--- src/rtl/mem_host_initiator.sv ---
// Burst-capable host-side initiator for the 4-bank SRAM memory controller.
// Turns one START command into a sequence of per-byte SRAM accesses:
// writes pull bytes from a valid/ready stream, reads return a one-cycle
// RDATA_VLD pulse per byte. All pins except WDATA_RDY are registered.
module mem_host_initiator #(
  parameter int ADDR_W = 16,
  parameter int DATA_W = 8,
  parameter int LEN_W  = 9,
  parameter int RD_LAT = 2
) (
  input  logic              CLK,
  input  logic              RST,
  input  logic              START,
  input  logic              OP,
  input  logic [ADDR_W-1:0] BASE_ADDR,
  input  logic [LEN_W-1:0]  LEN,
  input  logic [DATA_W-1:0] WDATA,
  input  logic              WDATA_VLD,
  output logic              WDATA_RDY,
  output logic [DATA_W-1:0] RDATA,
  output logic              RDATA_VLD,
  output logic              BUSY,
  output logic              DONE,
  output logic [ADDR_W-1:0] ADDR,
  output logic              CE,
  output logic              CSB,
  output logic              WEB,
  output logic              OEB,
  output logic [DATA_W-1:0] IDATA,
  input  logic [DATA_W-1:0] ODATA
);

  // RD_WAIT occupies RD_LAT cycles; the counter is preloaded with RD_LAT-1
  // and ODATA is captured when it reaches zero.
  localparam logic [2:0] LAT_INIT = 3'(RD_LAT - 1);

  typedef enum logic [2:0] {
    S_IDLE,
    S_WAIT_WD,
    S_SETUP,
    S_STROBE,
    S_HOLD,
    S_RD_WAIT,
    S_FINISH
  } state_t;

  state_t              state_q;
  logic                op_q;
  logic [ADDR_W-1:0]   addr_q;
  logic [LEN_W-1:0]    rem_q;
  logic [2:0]          lat_q;
  logic [ADDR_W-1:0]   pin_addr_q;
  logic                ce_q;
  logic                csb_q;
  logic                web_q;
  logic                oeb_q;
  logic [DATA_W-1:0]   idata_q;
  logic [DATA_W-1:0]   rdata_q;
  logic                rvld_q;
  logic                busy_q;
  logic                done_q;
  logic                last_byte;

  // The byte being retired is the final one of the burst.
  assign last_byte = (rem_q == {{(LEN_W-1){1'b0}}, 1'b1});

  // Burst sequencer; every pin is set on the transition into the state
  // in which it must be visible, so all outputs come straight from flops.
  always_ff @(posedge CLK or posedge RST) begin
    if (RST) begin
      state_q    <= S_IDLE;
      op_q       <= 1'b0;
      addr_q     <= '0;
      rem_q      <= '0;
      lat_q      <= '0;
      pin_addr_q <= '0;
      ce_q       <= 1'b0;
      csb_q      <= 1'b1;
      web_q      <= 1'b1;
      oeb_q      <= 1'b1;
      idata_q    <= '0;
      rdata_q    <= '0;
      rvld_q     <= 1'b0;
      busy_q     <= 1'b0;
      done_q     <= 1'b0;
    end else begin
      ce_q   <= 1'b0;
      rvld_q <= 1'b0;
      done_q <= 1'b0;
      case (state_q)
        S_IDLE: begin
          if (START) begin
            if (LEN == '0) begin
              // Empty burst: pins are already idle, just report completion.
              state_q <= S_FINISH;
              done_q  <= 1'b1;
            end else begin
              op_q   <= OP;
              addr_q <= BASE_ADDR;
              rem_q  <= LEN;
              busy_q <= 1'b1;
              if (OP) begin
                state_q    <= S_SETUP;
                pin_addr_q <= BASE_ADDR;
                csb_q      <= 1'b0;
                web_q      <= 1'b1;
                oeb_q      <= 1'b0;
              end else begin
                state_q <= S_WAIT_WD;
              end
            end
          end
        end
        S_WAIT_WD: begin
          if (WDATA_VLD) begin
            idata_q    <= WDATA;
            pin_addr_q <= addr_q;
            csb_q      <= 1'b0;
            web_q      <= 1'b0;
            oeb_q      <= 1'b1;
            state_q    <= S_SETUP;
          end
        end
        S_SETUP: begin
          ce_q    <= 1'b1;
          state_q <= S_STROBE;
        end
        S_STROBE: begin
          if (op_q) begin
            lat_q   <= LAT_INIT;
            state_q <= S_RD_WAIT;
          end else begin
            state_q <= S_HOLD;
          end
        end
        S_HOLD: begin
          rem_q  <= rem_q - 1'b1;
          addr_q <= addr_q + 1'b1;
          if (last_byte) begin
            state_q <= S_FINISH;
            csb_q   <= 1'b1;
            web_q   <= 1'b1;
            oeb_q   <= 1'b1;
            done_q  <= 1'b1;
            busy_q  <= 1'b0;
          end else begin
            state_q <= S_WAIT_WD;
          end
        end
        S_RD_WAIT: begin
          if (lat_q == '0) begin
            rdata_q <= ODATA;
            rvld_q  <= 1'b1;
            rem_q   <= rem_q - 1'b1;
            addr_q  <= addr_q + 1'b1;
            if (last_byte) begin
              state_q <= S_FINISH;
              csb_q   <= 1'b1;
              web_q   <= 1'b1;
              oeb_q   <= 1'b1;
              done_q  <= 1'b1;
              busy_q  <= 1'b0;
            end else begin
              // Address wraps modulo 2^ADDR_W naturally.
              state_q    <= S_SETUP;
              pin_addr_q <= addr_q + 1'b1;
            end
          end else begin
            lat_q <= lat_q - 1'b1;
          end
        end
        S_FINISH: begin
          state_q <= S_IDLE;
        end
        default: begin
          state_q <= S_IDLE;
        end
      endcase
    end
  end

  assign WDATA_RDY = (state_q == S_WAIT_WD);
  assign RDATA     = rdata_q;
  assign RDATA_VLD = rvld_q;
  assign BUSY      = busy_q;
  assign DONE      = done_q;
  assign ADDR      = pin_addr_q;
  assign CE        = ce_q;
  assign CSB       = csb_q;
  assign WEB       = web_q;
  assign OEB       = oeb_q;
  assign IDATA     = idata_q;

endmodule
--- config.mk ---
export PLATFORM = sky130hd
export DESIGN_NAME = mem_host_initiator
export DESIGN_NICKNAME = d
export VERILOG_FILES = /design/src/rtl/mem_host_initiator.sv
export SDC_FILE = /design/constraint.sdc
export NUM_CORES = 1
export LEC_CHECK = 0
export CAP_MARGIN = 15
export CORE_ASPECT_RATIO = 1.25
export CORE_MARGIN = 2
export CORE_UTILIZATION = 40
export DETAILED_ROUTE_END_ITERATION = 16
export DONT_BUFFER_PORTS = 1
export SYNTH_ARGS = -nofsm -noshare
export SYNTH_HDL_FRONTEND = slang
export SYNTH_SLANG_ARGS = --single-unit
--- constraint.sdc ---
create_clock -name CLK -period 6 [get_ports CLK]
set_input_delay 0 -clock CLK [delete_from_list [all_inputs] [get_ports CLK]]
set_output_delay 0 -clock CLK [all_outputs]
set_load 0.02 [all_outputs]
; Yosys cells after proc, flatten, opt, wreduce, memory -nomap -nowiden
; Cells that the tools add are included.
[totals]
input_bits = 46
wordCells = 105
register_bits = 71
out_inout_bits = 40
[classes]
bitwise_logic = 1
mux = 57
n_addsub = 3
reduce_logical = 15
n_eq_ne = 14
[op_table]
columns = cell, count
row1 = $mux 16, 9
row2 = $pmux 16 s3, 2
row3 = $mux 9, 3
row4 = $pmux 9 s3, 1
row5 = $mux 1, 26
row6 = $mux 3, 8
row7 = $pmux 3 s6, 1
row8 = $add 16x1->16 const B, 1
row9 = $ne 2x2->1 const B, 8
row10 = $pmux 1 s4, 3
row11 = $eq 9x1->1 const B, 1
row12 = $logic_not 9->1, 1
row13 = $reduce_and 3->1, 3
row14 = $sub 9x1->9 const B, 1
row15 = $reduce_and 7->1, 1
row16 = $eq 3x2->1 const B, 2
row17 = $eq 3x3->1 const B, 2
row18 = $logic_not 3->1, 2
row19 = $pmux 1 s3, 2
row20 = $pmux 3 s2, 1
row21 = $reduce_and 6->1, 1
row22 = $reduce_bool 3->1, 2
row23 = $reduce_and 2->1, 2
row24 = $reduce_and 4->1, 1
row25 = 6 further kinds, 6

; Logic depth before layout (Yosys ltp)
[logic_depth]
depth_word = 4
ltp_mapped = 10
depth_no_buf = 8

; Worst setup path after synthesis
; OpenSTA, ideal clock, no wires.
[synth_timing]
path_type = reg-to-reg
start = register lat_q[0]
end = register pin_addr_q[5], in the netlist ADDR[5]
arrival_time_ns = 1.805
period_less_slack_ns = 1.930
path_stages_with_launch = 10
n_path_buf = 2
required_ns = 5.875
setup_slack_ns = 4.070
setup_time_ns = 0.125
cell_sequence = dfrtp_1 -> inv_1 -> ha_1 -> ha_1 -> nand3b_1 -> o211ai_1 -> a221o_2 -> buf_6 -> buf_8 -> mux2_4
[synth_between]
elab_chain_len = 3
[synth_rtl]
columns = element, line
row1 = "start, declared", 51  ; logic [2:0] lat_q;
row2 = "start signal, assigned", 169  ; lat_q <= lat_q - 1'b1;
row3 = $logic_not 3->1, 151  ; if (lat_q == '0) begin
row4 = $ne 2x2->1 (no line), n/a
row5 = $reduce_and 7->1 (no line), n/a
row6 = "end signal, assigned", 117  ; pin_addr_q <= addr_q;
row7 = "end signal, assigned", 166  ; pin_addr_q <= addr_q + 1'b1;
row8 = "end, declared", 52  ; logic [ADDR_W-1:0] pin_addr_q;
; No other way between the ends.
; A chain may end at the register's enable or synchronous reset.

; Final worst setup path
[layout_timing]
start = register state_q[2]
end = register pin_addr_q[11], in the netlist ADDR[11]
[layout_between]
elab_chain_len = 3
word_cells_on_any_way = 12
cone_classes = eq/ne (8) / mux (1) / reduce/logical (3)
[layout_rtl]
columns = element, line
row1 = "start, declared", 47  ; state_t state_q;
row2 = "start signal, assigned", 71  ; state_q <= S_IDLE;
row3 = "start signal, assigned", 95  ; state_q <= S_FINISH;
row4 = "start signal, assigned", 103  ; state_q <= S_SETUP;
row5 = $eq 3x3->1 (tied with other cells), 90  ; case (state_q)
row6 = $ne 2x2->1 (no line) or $reduce_bool 3->1 (tied branches), n/a
row7 = $reduce_and 7->1 (no line), n/a
; Several ways; a longest one is shown, not always the timed one.

==> run metrics <==
run status=finished with violations; violations in the final reports=hold timing; initial core utilization=40.8%; Antenna Nets Post-Route=0; number of global-route vias before repair=between 3000 and 4000; Layout Cells excl Fill=between 600 and 700; f_max=0.379 GHz; number of buffers added on ports=0; global placer's final weighted congestion=0.920; max-cap viol count=0; Pre-antenna DRT Iters=5; largest fanout on the critical path=25; ordered list of cells on the worst path=clkinv_1, o311ai_2, a221o_2, mux2_2; required time of the critical path=a little over 6 ns; Die H=117 um; DRT met1 WL=approximately 4.4 mm; die boundary width=94.4 um; Area contributors post-synth=dfrtp_1, o21ai_0, mux2_2, a21oi_1, nand2_1; routed wire length=around 11 mm; # Post-CTS Setup Buffers=0; worst reg-to-reg path cell count=4; PnR Total Power=about 0.0028 W; Reg2Reg Launch Point=state_q[2]$_DFFE_PP0P_; warnings from Yosys=0; clock net sink count=71; worst hold margin=-0.000663 ns; leakage dissipation=between 1.5 and 2 nW; overall routing resource usage=between 20% and 30%; Power Density=562 nW/um^2; number of buffers on the longest clock path=2; critical path arrival=between 2 and 3 ns; setup repair after global routing missed its margin=no; aggregate global routing overflow=0; Die Area=11000 sq um; number of enable flip-flop cells after synthesis=0; final slew viol count=0; cell area after technology mapping=between 4000 and 5000 sq um; endpoint of the most critical setup path=ADDR[11]$_DFFE_PP0P_; antenna violations before repair=0; register-to-register setup slack=about 3.4 ns; aggregate negative setup slack=0 ns; capturing point of the worst reg2reg path=ADDR[11]$_DFFE_PP0P_; routed vias=between 3000 and 4000; amount of wire on met3 after detailed routing=approximately 600 um; violation count after the first detailed-route iteration=195; flip-flop and latch count after synthesis=71; post-detailed-route wirelength per cell=between 15 and 20 um; DP Cell Count=556; flip-flop cell with the highest count after synthesis=dfrtp_1; Hold Fails Final Rpt=1; worst relative slew slack=about 44%; post-synthesis to final-layout area growth=20.0%; DRC errors left=0; type of element launching the critical path=register; instance count of the mapped netlist=~460; sequential standard cell area=around 1800 sq um; global-route wire length before repair=17.4 mm; Fill cells=980; post-route fraction of the period consumed by the critical path=a little over two fifths; Antenna Cells=0; Synth cell types=between 50 and 60; top routing layer in use=met4; type of element capturing the critical path=register; post-synthesis net count=about 500; CTS tree=done; post-DP HPWL=approximately 7.1 mm; async set-reset flop share out of synthesis=100%; time the worst path needs with I/O delays and setup=2.64 ns; ratio of cells with drive above 1 in the final layout=a little over an eighth; count of final setup violators=0; Max IR drop VDD=223 uV; net count reported at finish=around 540; Post-Route Skew=around 0.0054 ns; slowest cell on the critical path=dfrtp_1; H-tree lvl count=3; share of the synthesized area in the top cell type=about two fifths; Cell Rows=between 40 and 50; maximum number of pins on one net before global-route repair=46; class of the most critical hold timing path=primary input to register; Core ar.=around 10000 sq um; type of the worst setup path=register to register; met2 wirelength from detailed routing=5.44 mm; clock root buffer master=clkbuf_16; I/O pin count=86; Seq/Total Area, Yosys=43.6%; Least-Margin Pin Slew=0.836 ns; Critical path origin=state_q[2]$_DFFE_PP0P_; worst stage delay on the critical path=a little under 0.9 ns; mean instance size in the synthesized netlist=~9 sq um; top cell type by total area after synthesis=dfrtp_1; latest clock arrival within the worst-skew pair=between 0.3 and 0.4 ns; CTS clock-pin slew for the worst setup and hold paths=approximately 0.060 ns; number of CTS-inserted buffers=9; multi-input logic area=2070 sq um; Via-to-Cell Ratio=5.64
critical path: cells and delay by family, from the launching register on:
kind / cells / cell delay (ns)
buffers and inverters: 1 / 0.51
AOI/OAI and AO/OA: 2 / 0.73
muxes: 1 / 0.40
DFF: 1 / 0.89
power breakdown:
| part | switching (W) | internal, W | total (W) | leakage [nW] |
|---|---|---|---|---|
| clock | 0.000213 | 0.000357 | 0.000569 | 0.155 |
| combinational | 0.000586 | 0.000453 | 0.00104 | 0.981 |
| sequential | 0.000430 | 0.000713 | 0.00114 | 0.841 |
worst min path at each step:
stage | start | end | slack [ns] | cells past startpoint
after floorplan | OP | OEB$_DFFE_PP1P_ | 0.05 | 1
after global placement | RST | RDATA[4]$_DFFE_PP0P_ | 0.03 | 1
after detailed placement | RST | RDATA[5]$_DFFE_PP0P_ | 0.05 | 1
after CTS | BASE_ADDR[7] | addr_q[7]$_DFFE_PP0P_ | 0.0005 | 3
after global routing | BASE_ADDR[14] | addr_q[14]$_DFFE_PP0P_ | 0.02 | 3
final | BASE_ADDR[7] | addr_q[7]$_DFFE_PP0P_ | -0.0007 | 3
cell usage in the layout (no fill, tap or decap), types with 2 or more instances in the layout:
master	count
o211ai_1	3
o31ai_1	3
nor3_1	9
nand2b_1	7
nor4_1	7
a21o_1	2
and3_1	4
or3_1	2
a32oi_1	3
buf_4	4
or2_2	3
o21ai_0	53
nand3b_1	2
a31o_2	2
a221oi_1	2
a41oi_1	2
clkbuf_8	3
dlygate4sd3_1	45
mux2_2	23
inv_1	16
and2_1	2
nand2_1	44
a31oi_1	6
nor2_1	41
a21oi_1	34
dfrtp_1	68
xnor2_1	9
a22oi_1	4
xor2_1	6
nand4_1	12
mux2i_1	4
mux2_4	2
nor3b_1	2
o22a_1	3
ha_1	5
dfstp_2	3
clkbuf_16	9
nand3_1	16
final cells by class:
type                       instances  share of cell area [%]
tap                              129                    3.30
clock inverter                     4                    1.05
multi-input combinational        334                    42.3
inverter                          18                    1.38
timing repair buffer              50                    10.1
sequential                        71                    36.4
clock buffer                      12                    5.44
stage by stage:
step / instance area, sq um / setup WS [ns] / utilization [%] / hold WS, ns
global route: 4900 / 3.20 / 48.9 / 0.0160
CTS: 4880 / 3.41 / 48.8 / 0.000470
floorplan: 4080 / 4.07 / - / 0.0504
finish: 4900 / 3.36 / 48.9 / -0.000663
detailed placement: 4110 / 3.42 / 41.1 / 0.0496
global placement: 4110 / 3.47 / 41.1 / 0.0324
synthesized netlist by cell type (2+ instances only):
| cell | n |
|---|---|
| nand2b_1 | 7 |
| a32oi_1 | 3 |
| or2_2 | 3 |
| mux2_4 | 2 |
| a21o_1 | 2 |
| dfrtp_1 | 68 |
| buf_2 | 10 |
| nand3b_1 | 2 |
| o22a_1 | 3 |
| a31oi_1 | 6 |
| or3_1 | 2 |
| xor2_1 | 6 |
| nor3_1 | 9 |
| a31o_2 | 2 |
| mux2i_1 | 4 |
| nand2_1 | 44 |
| nor2_1 | 41 |
| xnor2_1 | 9 |
| mux2_2 | 23 |
| nand4_1 | 12 |
| inv_1 | 17 |
| clkbuf_1 | 14 |
| nor3b_1 | 2 |
| o211ai_1 | 3 |
| a21oi_1 | 34 |
| o21ai_0 | 53 |
| dfstp_2 | 3 |
| nand3_1 | 16 |
| a22oi_1 | 4 |
| nor4_1 | 7 |
| and3_1 | 4 |
| buf_4 | 2 |
| ha_1 | 5 |
| o31ai_1 | 3 |
| and2_1 | 2 |
| a41oi_1 | 2 |
| buf_1 | 5 |
| a221oi_1 | 2 |
routing by layer:
layer  vias up  GRT usage (%)
li1       1683              -
met1      1665           24.6
met4         0           8.41
met3        19           3.39
met2       118           35.1
met5         -              0
repair_timing:
action	CTS	global route
gates resized for setup	0	0
endpoints found under the setup margin	0	0
endpoints found under the hold margin	93	0
hold buffers	45	0
cell families (layout without fill, tap and decap cells):
group,after synthesis,count (layout),synth area share [%]
DFF,71,71,43.6
xor gates and xnor gates,15,15,3.22
and+or+nand+nor,157,157,18.9
buffers and inverters,51,84,5.64
adders and majority gates,5,5,1.53
AOI/OAI and AO/OA,128,128,19.0
muxes,29,29,8.06
registers in the layout (all words and copies together) (netlist names), 3 cells and up:
name	count
ADDR	16
IDATA	8
RDATA	8
addr_q	16
lat_q	3
rem_q	9
state_q	3
Note: power is estimated with default switching activity, not from simulation.
